===== src/rtl/uart_tx.sv =====
// uart_tx: 8E1 UART transmitter.
// Each frame is a start bit, 8 data bits LSB first, an even parity bit and one stop bit.
// The client hands over bytes with a valid/ready handshake.
// serial_out is driven straight from a flop, so the line never glitches.
module uart_tx #(
  parameter int BASE_FREQ    = 50_000_000,
  parameter int BAUDRATE     = 115_200,
  parameter int CLKS_PER_BIT = BASE_FREQ / BAUDRATE
) (
  input  logic       clk,
  input  logic       rst,
  input  logic       tx_valid,
  input  logic [7:0] data_in,
  output logic       tx_ready,
  output logic       serial_out,
  output logic       busy,
  output logic       done,
  output logic       parity_out
);

  localparam int CTR_W = (CLKS_PER_BIT > 1) ? $clog2(CLKS_PER_BIT) : 1;
  localparam logic [CTR_W-1:0] CTR_LAST = CTR_W'(CLKS_PER_BIT - 1);

  typedef enum logic [2:0] {
    IDLE   = 3'd0,
    START  = 3'd1,
    DATA   = 3'd2,
    PARITY = 3'd3,
    STOP   = 3'd4
  } state_e;

  state_e           state_q, state_d;
  logic [CTR_W-1:0] clk_ctr_q, clk_ctr_d;
  logic [2:0]       bit_idx_q, bit_idx_d;
  logic [7:0]       shift_reg_q, shift_reg_d;
  logic             parity_q, parity_d;
  logic             serial_q, serial_d;
  logic             busy_q, busy_d;
  logic             done_q, done_d;
  logic             bit_end;

  assign bit_end    = (clk_ctr_q == CTR_LAST);
  assign tx_ready   = (state_q == IDLE);
  assign serial_out = serial_q;
  assign busy       = busy_q;
  assign done       = done_q;
  assign parity_out = parity_q;

  // State register: every piece of state, cleared at once when the reset is asserted.
  always_ff @(posedge clk or negedge rst) begin
    if (!rst) begin
      state_q     <= IDLE;
      clk_ctr_q   <= '0;
      bit_idx_q   <= '0;
      shift_reg_q <= '0;
      parity_q    <= 1'b0;
      serial_q    <= 1'b1;
      busy_q      <= 1'b0;
      done_q      <= 1'b0;
    end else begin
      state_q     <= state_d;
      clk_ctr_q   <= clk_ctr_d;
      bit_idx_q   <= bit_idx_d;
      shift_reg_q <= shift_reg_d;
      parity_q    <= parity_d;
      serial_q    <= serial_d;
      busy_q      <= busy_d;
      done_q      <= done_d;
    end
  end

  // Next-state logic: the bit-period counter, the data bit index, and the frame sequencing.
  always_comb begin
    state_d     = state_q;
    clk_ctr_d   = clk_ctr_q;
    bit_idx_d   = bit_idx_q;
    shift_reg_d = shift_reg_q;
    parity_d    = parity_q;
    busy_d      = busy_q;
    done_d      = 1'b0;
    case (state_q)
      IDLE: begin
        clk_ctr_d = '0;
        bit_idx_d = '0;
        if (tx_valid) begin
          shift_reg_d = data_in;
          parity_d    = ^data_in;
          busy_d      = 1'b1;
          state_d     = START;
        end
      end
      START: begin
        if (bit_end) begin
          clk_ctr_d = '0;
          bit_idx_d = '0;
          state_d   = DATA;
        end else begin
          clk_ctr_d = clk_ctr_q + 1'b1;
        end
      end
      DATA: begin
        if (bit_end) begin
          clk_ctr_d = '0;
          if (bit_idx_q == 3'd7) begin
            bit_idx_d = '0;
            state_d   = PARITY;
          end else begin
            bit_idx_d = bit_idx_q + 3'd1;
          end
        end else begin
          clk_ctr_d = clk_ctr_q + 1'b1;
        end
      end
      PARITY: begin
        if (bit_end) begin
          clk_ctr_d = '0;
          state_d   = STOP;
        end else begin
          clk_ctr_d = clk_ctr_q + 1'b1;
        end
      end
      STOP: begin
        if (bit_end) begin
          clk_ctr_d = '0;
          busy_d    = 1'b0;
          done_d    = 1'b1;
          state_d   = IDLE;
        end else begin
          clk_ctr_d = clk_ctr_q + 1'b1;
        end
      end
      default: begin
        clk_ctr_d = '0;
        bit_idx_d = '0;
        busy_d    = 1'b0;
        state_d   = IDLE;
      end
    endcase
  end

  // Output logic: the line level for the upcoming cycle, derived from the next state.
  // This lets the output flop present it in the same cycle the state changes.
  always_comb begin
    serial_d = 1'b1;
    case (state_d)
      IDLE:    serial_d = 1'b1;
      START:   serial_d = 1'b0;
      DATA:    serial_d = shift_reg_d[bit_idx_d];
      PARITY:  serial_d = parity_d;
      STOP:    serial_d = 1'b1;
      default: serial_d = 1'b1;
    endcase
  end

endmodule


===== config.mk =====
export PLATFORM = sky130hd
export DESIGN_NAME = uart_tx
export DESIGN_NICKNAME = d
export VERILOG_FILES = /design/src/rtl/uart_tx.sv
export SDC_FILE = /design/constraint.sdc
export NUM_CORES = 1
export LEC_CHECK = 0
export BUFFER_PORTS_ARGS = -buffer_cell sky130_fd_sc_hd__buf_4
export CAP_MARGIN = 30
export CORE_ASPECT_RATIO = 1.25
export CORE_UTILIZATION = 55
export CTS_BUF_LIST = sky130_fd_sc_hd__clkbuf_4 sky130_fd_sc_hd__clkbuf_8
export CTS_CLUSTER_DIAMETER = 80
export DETAILED_ROUTE_END_ITERATION = 10
export HOLD_SLACK_MARGIN = 0.08
export PLACE_DENSITY = 0.74
export REMOVE_ABC_BUFFERS = 1
export SKIP_LAST_GASP = 1
export SYNTH_ARGS = -nofsm -noshare
export SYNTH_HDL_FRONTEND = slang
export SYNTH_SLANG_ARGS = --single-unit

===== constraint.sdc =====
create_clock -name clk -period 4.56 [get_ports clk]
set_input_delay 0.456 -clock clk [delete_from_list [all_inputs] [get_ports clk]]
set_output_delay 0.456 -clock clk [all_outputs]
set_load 0.05 [all_outputs]

==> results.md, run 1 <==
- Status: finished, final reports clean
- Placed Area: between 0.0015 and 0.002 mm²
- Worst IR Drop VDD: around 0.23 mV
- Setup Skew: 8.81 ps
- Layout cells sized above 1: 0.187
- Die X-Extent: 49.0 µm
- Top cells by count, synth: 28 x nand2_1, 26 x dfrtp_1, 14 x nor2_1
- Syn Inst Count: around 160
- Crit path time final: 2440 ps
- Die area: 0.00298 mm²
- Crit Path Max Fanout: 5
- Pin count of the biggest net entering global routing: 28
- CP Capture Type: flip-flop
- Max frequency: just over 400 MHz
- Distinct cell type count after synthesis: between 40 and 50
- Top cells by area, synth: dfrtp_1 43%, nand2_1 6.9%, xnor2_1 6.3%
- Core ar.: approximately 0.0025 mm²
- Most common cell in the synthesized netlist: nand2_1
- Final TNS setup: 0 ps
- Commonest register cell after synthesis: dfrtp_1
- Vias in the first global route: between 1k and 1.5k
- Largest area contributor in the netlist: dfrtp_1
- Fin area: 0.00169 mm²
- Max Cap Violations: 0
- Rel. slew slack: 0.595
- I/O Buffers: 15
- Post-synth EDFFs: 0
- Leak: 0.733 nW
- Critical path origin: bit_idx_q[0]$_DFF_PN0_
- Synth warnings: 0
- Worst hold path type: in2reg
- GPL Wtd Cong: 0.931
- Area delta synth->final: 11.1%
- DRT Wirelength: ~3 mm
- Via-per-instance ratio: between 5 and 6
- Clk slew on worst S/H paths: 150 ps
- # diodes: 0
- Register area share after synthesis: 0.445
- Avg Cell Area, Syn: a little under 10 µm²
- Asr flop ratio synth: 1.00
- All-Layer GR Usage: 0.226
- Final setup fails: 0
- WP data arrival: about 2700 ps
- Final Hold Fails: 0
- Routed Antenna Nets: 0
- Critical register-to-register path endpoint: serial_out$_DFF_PN1_
- Residual DRC: 0
- Fin. max-slew vios: 0
- CTS tree: yes
- Yosys top cell area share: 0.428
- R2R Setup Slk: 2120 ps
- Number of synthesized register bits: 27
- Wire length per cell: between 10 and 15 µm
- Htree depth: 1
- Initial Util: 0.602
- Worst setup path end: serial_out$_DFF_PN1_
- Reg2Reg Depth: 9
- FP Rows: 20
- Num ports: 16
- Number of post-CTS setup repair buffers: 0
- Least-Margin Pin Slew: ~610 ps
- Global route overflow: 0
- NumNets Final: ~190
- HPWL Detailed: 2.30 mm
- DRT Pass-1 Iters: 4
- Clk sink count: 27
- Pwr dens: between 200 and 250 mW/mm²
- 1st-iter DRT viols: between 40 and 50
- Die Ht: between 60 and 70 µm
- Critical path required time: a little under 5000 ps
- Vias: about 1.2k
- Post-Route Utilization: 0.669
- Crit start category: flip-flop
- Pwr Total: between 0.0003 and 0.0004 W
- Worst-Skew Late Latency: 330 ps
- Clock buffer count from CTS: 3
- Clk Tree Root Cell: clkbuf_4
- Fin crit share: 0.534
- CP Class: reg2reg
- First-pass GRT wire length: around 5.1 mm
- RR Startpoint: bit_idx_q[0]$_DFF_PN0_
- Clock Tree Buf Depth: 2
- RSZ-0062 raised after global routing: no
- Mapped cell area: ~0.0015 mm²
- Antenna violations before repair: 0
## cell type report
cell class                      count  area, µm²
Timing Repair Buffer               16        123
Clock inverter                      1       7.51
Clock buffer                        3       22.5
Multi-Input combinational cell    121        806
Fill cell                         197        837
Inverter                            3       13.8
Sequential cell                    27        677
Tap cell                           33       41.3
## routing by layer
layer / wire (µm) / vias up / GRT usage
li1: - / 582 / -
met1: 1380 / 571 / 0.294
met2: 1490 / 25 / 0.389
met3: 84 / 8 / 0.0175
met4: 61 / 0 / 0.109
met5: 0 / - / 0
## cells in the final DEF, fill, tap and decap left out, drive strengths merged, types with 4 or more instances in the layout
master,n
dfrtp,26
nor2,16
xor2,4
buf,15
ha,4
xnor2,11
nand3,10
a21oi,6
nand2,28
## state kept, by name, indices dropped and copies added, names as in the netlist
register,count
state_q,3
clk_ctr_q,9
bit_idx_q,3
busy,1
parity_out,1
shift_reg_q,8
done,1
serial_out,1
## metrics by stage
stage	hold WS, ps	instances	setup WS [ps]
final	328	204	2120
after global routing	324	204	1920
after CTS	322	204	2140
after detailed placement	386	199	2200
after global placement	385	199	2240
after floorplan	160	151	2350
## critical path, cell delays in order (launching register included)
cell and delay [ps]:
dfrtp_1 440, ha_1 210, ha_1 260, nor4bb_1 300, nand3_1 140, and3_4 240
inv_4 70, mux2i_1 70, a2111o_1 410, a41oi_1 210
## cells by family after synthesis
| group | after synthesis | share of synthesized area |
|---|---|---|
| DFF | 27 | 0.445 |
| adders and majority gates | 4 | 0.0329 |
| buffers and inverters | 8 | 0.0255 |
| xor gates and xnor gates | 15 | 0.0863 |
| AOI/OAI and AO/OA | 24 | 0.116 |
| muxes | 4 | 0.0312 |
| and+or+nand+nor | 74 | 0.263 |
## worst min-delay path by stage
stage,slack [ps],start,end,depth (start not counted)
after floorplan,160,rst,bit_idx_q[0]$_DFF_PN0_,0
after global placement,380,rst,done$_DFF_PN0_,1
after detailed placement,390,rst,done$_DFF_PN0_,1
after CTS,320,data_in[1],shift_reg_q[1]$_DFF_PN0_,3
after global routing,320,data_in[1],shift_reg_q[1]$_DFF_PN0_,3
final,330,data_in[1],shift_reg_q[1]$_DFF_PN0_,3
## power breakdown
part           internal [W]   total, W  switching, W  leakage, nW
registers          0.000243   0.000245    0.00000189        0.340
clock network     0.0000335   0.000107     0.0000738       0.0139
logic             0.0000164  0.0000315     0.0000151        0.379
total              0.000293   0.000384     0.0000908        0.733
## what timing repair did
action / in CTS / in global routing
hold endpoints to repair: 26 / 0
setup endpoints to repair: 0 / 0
resized for setup: 0 / 0
hold buffers: 1 / 0
No activity file was read; power rests on OpenSTA's default activity.
==> run 2: changes to the inputs <==
--- a/config.mk
+++ b/config.mk
@@ -8,12 +8,12 @@
 export BUFFER_PORTS_ARGS = -buffer_cell sky130_fd_sc_hd__buf_4
 export CAP_MARGIN = 30
 export CORE_ASPECT_RATIO = 1.25
-export CORE_UTILIZATION = 55
+export CORE_UTILIZATION = 54
 export CTS_BUF_LIST = sky130_fd_sc_hd__clkbuf_4 sky130_fd_sc_hd__clkbuf_8
 export CTS_CLUSTER_DIAMETER = 80
 export DETAILED_ROUTE_END_ITERATION = 10
 export HOLD_SLACK_MARGIN = 0.08
-export PLACE_DENSITY = 0.74
+export PLACE_DENSITY = 0.76
 export REMOVE_ABC_BUFFERS = 1
 export SKIP_LAST_GASP = 1
 export SYNTH_ARGS = -nofsm -noshare
==> constraint.sdc (replaced) <==
create_clock -name clk -period 1.98 [get_ports clk]
set_input_delay 0.198 -clock clk [delete_from_list [all_inputs] [get_ports clk]]
set_output_delay 0.198 -clock clk [all_outputs]
set_load 0.05 [all_outputs]
==> run 2 against run 1 <==
  * The flow now finishes with violations (setup timing)
  * Core utilization increased by 11 points
  * Die area up 1.8%
  * Non-clock buffer count increased by 42
  * Combinational power grew to 2.7 times the previous value
  * Worst setup slack got worse by 2400 ps
  * Sequential cell count stayed put
  * Critical endpoint unchanged
  * Cell area rose by 23%
  * Via count up 17%
==> results.md, run 2 (synthesized netlist as in run 1, its figures left out) <==
- Most common cell after layout, fill and taps aside: buf_4
- Status: finished, violations left
- Commonest non-fill, non-tap cells in the layout: 50 x buf_4, 27 x nand2_1, 26 x dfrtp_1, 14 x nor2_1, 11 x xnor2_1
- Die X-Extent: 49.5 µm (+0.89%)
- Worst-Skew Late Latency: 340 ps (about the same)
- CP Class: reg2reg
- Final setup fails: 1 (+1)
- Max frequency: 436 MHz (+6.1%)
- Sw power: 0.000216 W (+140%)
- Critical path origin: bit_idx_q[0]$_DFF_PN0_
- Switching share of power: 0.236 (-0.000500)
- Setup Skew: 6.95 ps (-1.86 ps)
- Htree depth: 1 (unchanged)
- Residual DRC: 0 (unchanged)
- GPL Wtd Cong: 0.884 (-5.0%)
- P_int: 0.000698 W (+140%)
- NumNets Final: 229 (+22%)
- I/O Buffers: 15 (unchanged)
- Num ports: 16 (unchanged)
- Vias: 1384 (+17%)
- Initial Util: 0.568 (-0.0343)
- Clock buffer count from CTS: 3 (unchanged)
- Pwr dens: 441 mW/mm² (+94%)
- Crit path time final: 2300 ps (-140 ps)
- Clock Tree Buf Depth: 2 (unchanged)
- Combinational fraction of design power: 0.093 (+0.011)
- Clock group share of total power: 0.289 (+0.010)
- DRT Pass-1 Iters: 4 (unchanged)
- Final Hold Fails: 0 (unchanged)
- Worst IR Drop VDD: 0.447 mV (+98%)
- Area delta synth->final: 36.3%
- Final worst slack: -315 ps (-2440 ps)
- Flop pwr share: 0.618 (-0.020)
- Min-delay src: data_in[7]
- CTS tree: yes
- Min Hold Slack: 136 ps (-192 ps)
- Critical path required time: 2240 ps (-2570 ps)
- 1st-iter DRT viols: 56 (+24%)
- DRT Wirelength: 4.05 mm (+34%)
- Most flops, register: clk_ctr_q
- RR Startpoint: bit_idx_q[0]$_DFF_PN0_
- Pin count of the biggest net entering global routing: 28 (unchanged)
- Clk slew on worst S/H paths: 150 ps (about the same)
- CP Capture Type: flip-flop
- Wire length per cell: 16.4 µm (+11%)
- FP Rows: 21 (+5.0%)
- Crit start category: flip-flop
- Clk Tree Root Cell: clkbuf_4
- Biggest regs: clk_ctr_q (9), shift_reg_q (8)
- Rel. slew slack: 0.693 (+0.0972)
- Routed Antenna Nets: 0 (unchanged)
- Post-Route Utilization: 0.774 (+0.105)
- Fin crit share: 1.16 (+0.625)
- Max Cap Violations: 0 (unchanged)
- Global route overflow: 0 (unchanged)
- RSZ-0062 raised after global routing: yes
- HPWL Detailed: 2.80 mm (+22%)
- WP data arrival: 2560 ps (-130 ps)
- Crit Path Max Fanout: 2 (-3)
- Least-Margin Pin Slew: 461 ps (-146 ps)
- Vias in the first global route: 1392 (+21%)
- Failing checks: setup timing
- Leak: 0.942 nW (+29%)
- Antenna violations before repair: 0 (unchanged)
- First-pass GRT wire length: 6.28 mm (+23%)
- Core ar.: 0.00268 mm² (+6.0%)
- Worst hold path type: in2reg
- Layout cells sized above 1: 0.343 (+0.156)
- Die area: 0.00304 mm² (+1.8%)
- # diodes: 0 (unchanged)
- Fin. max-slew vios: 0 (unchanged)
- Max reg flops: 9 (unchanged)
- Via-per-instance ratio: 5.60 (-3.6%)
- All-Layer GR Usage: 0.283 (+0.0574)
- Die Ht: 61.3 µm (+0.89%)
- Clk sink count: 27 (unchanged)
run 2: cell count changes in the layout (fill, tap and decap cells not counted), sizes merged:
cell / before / now
buf: 15 / 51
clkbuf: 3 / 4
clkinvlp: 1 / 0
dlygate4sd3: 1 / 7
run 2: path summary, 6_finish.rpt:
kind | end | slack (ps) | depth (start not counted)
hold reg to reg | shift_reg_q[5]$_DFF_PN0_ | 510 | 2
hold / removal | shift_reg_q[7]$_DFF_PN0_ | 140 | 2
setup / recovery | serial_out$_DFF_PN1_ | -320 | 10
min in group asynchronous | done$_DFF_PN0_ | 280 | 2
max in group asynchronous | serial_out$_DFF_PN1_ | 1380 | 2
setup reg to reg | serial_out$_DFF_PN1_ | -320 | 10
run 2: stage by stage:
step | total power [W] | setup TNS (ps) | instance area, µm² | setup WS (ps) | std cells
3_5_place_dp | 0.000647 | -336 | 1930 | -336 | 235
2_1_floorplan | 0.000609 | -233 | 1500 | -233 | 151
6_report | 0.000914 | -315 | 2070 | -315 | 247
4_1_cts | 0.000912 | -328 | 2070 | -328 | 247
3_3_place_gp | 0.000644 | -278 | 1930 | -278 | 235
5_1_grt | 0.000941 | -410 | 2070 | -380 | 247
run 2: area by class of cell:
| class | count | area (µm²) |
|---|---|---|
| flip-flops and latches | 27 | 677 |
| clock buffers | 4 | 30.0 |
| well taps | 34 | 42.5 |
| multi-input cells | 121 | 846 |
| fillers | 175 | 606 |
| inverters | 3 | 13.8 |
| repair buffers | 58 | 465 |
run 2: timing repair:
action	in CTS	in global routing
endpoints found under the hold margin	33	0
hold buffers	7	0
endpoints found under the setup margin	1	2
resized for setup	5	2
buffers inserted	1	0
pin swaps	6	4
run 2: worst max-delay path, cell delays in order, from the launching register on:
cell      delay, ps
dfrtp_1         430
ha_2            190
ha_4            250
nor4bb_4        260
nand3_1         130
and3_4          230
inv_4            60
buf_12           90
mux2_4          290
a22oi_2         160
a41oi_2         120
run 2: power groups by stage:
stage          sequential, W  clock, W  combinational, W
2_1_floorplan       0.000573         0         0.0000357
3_3_place_gp        0.000574         0         0.0000701
3_5_place_dp        0.000574         0         0.0000724
4_1_cts             0.000564  0.000265         0.0000838
5_1_grt             0.000565  0.000284         0.0000920
6_report            0.000565  0.000264         0.0000852
run 2: per-layer routing:
| layer | GRT usage | vias to the layer above | routed length (µm) |
|---|---|---|---|
| li1 | - | 670 | - |
| met1 | 0.333 | 668 | 1690 |
| met2 | 0.519 | 37 | 2160 |
| met3 | 0.0296 | 9 | 115 |
| met4 | 0.151 | 0 | 80 |
| met5 | 0 | - | 0 |
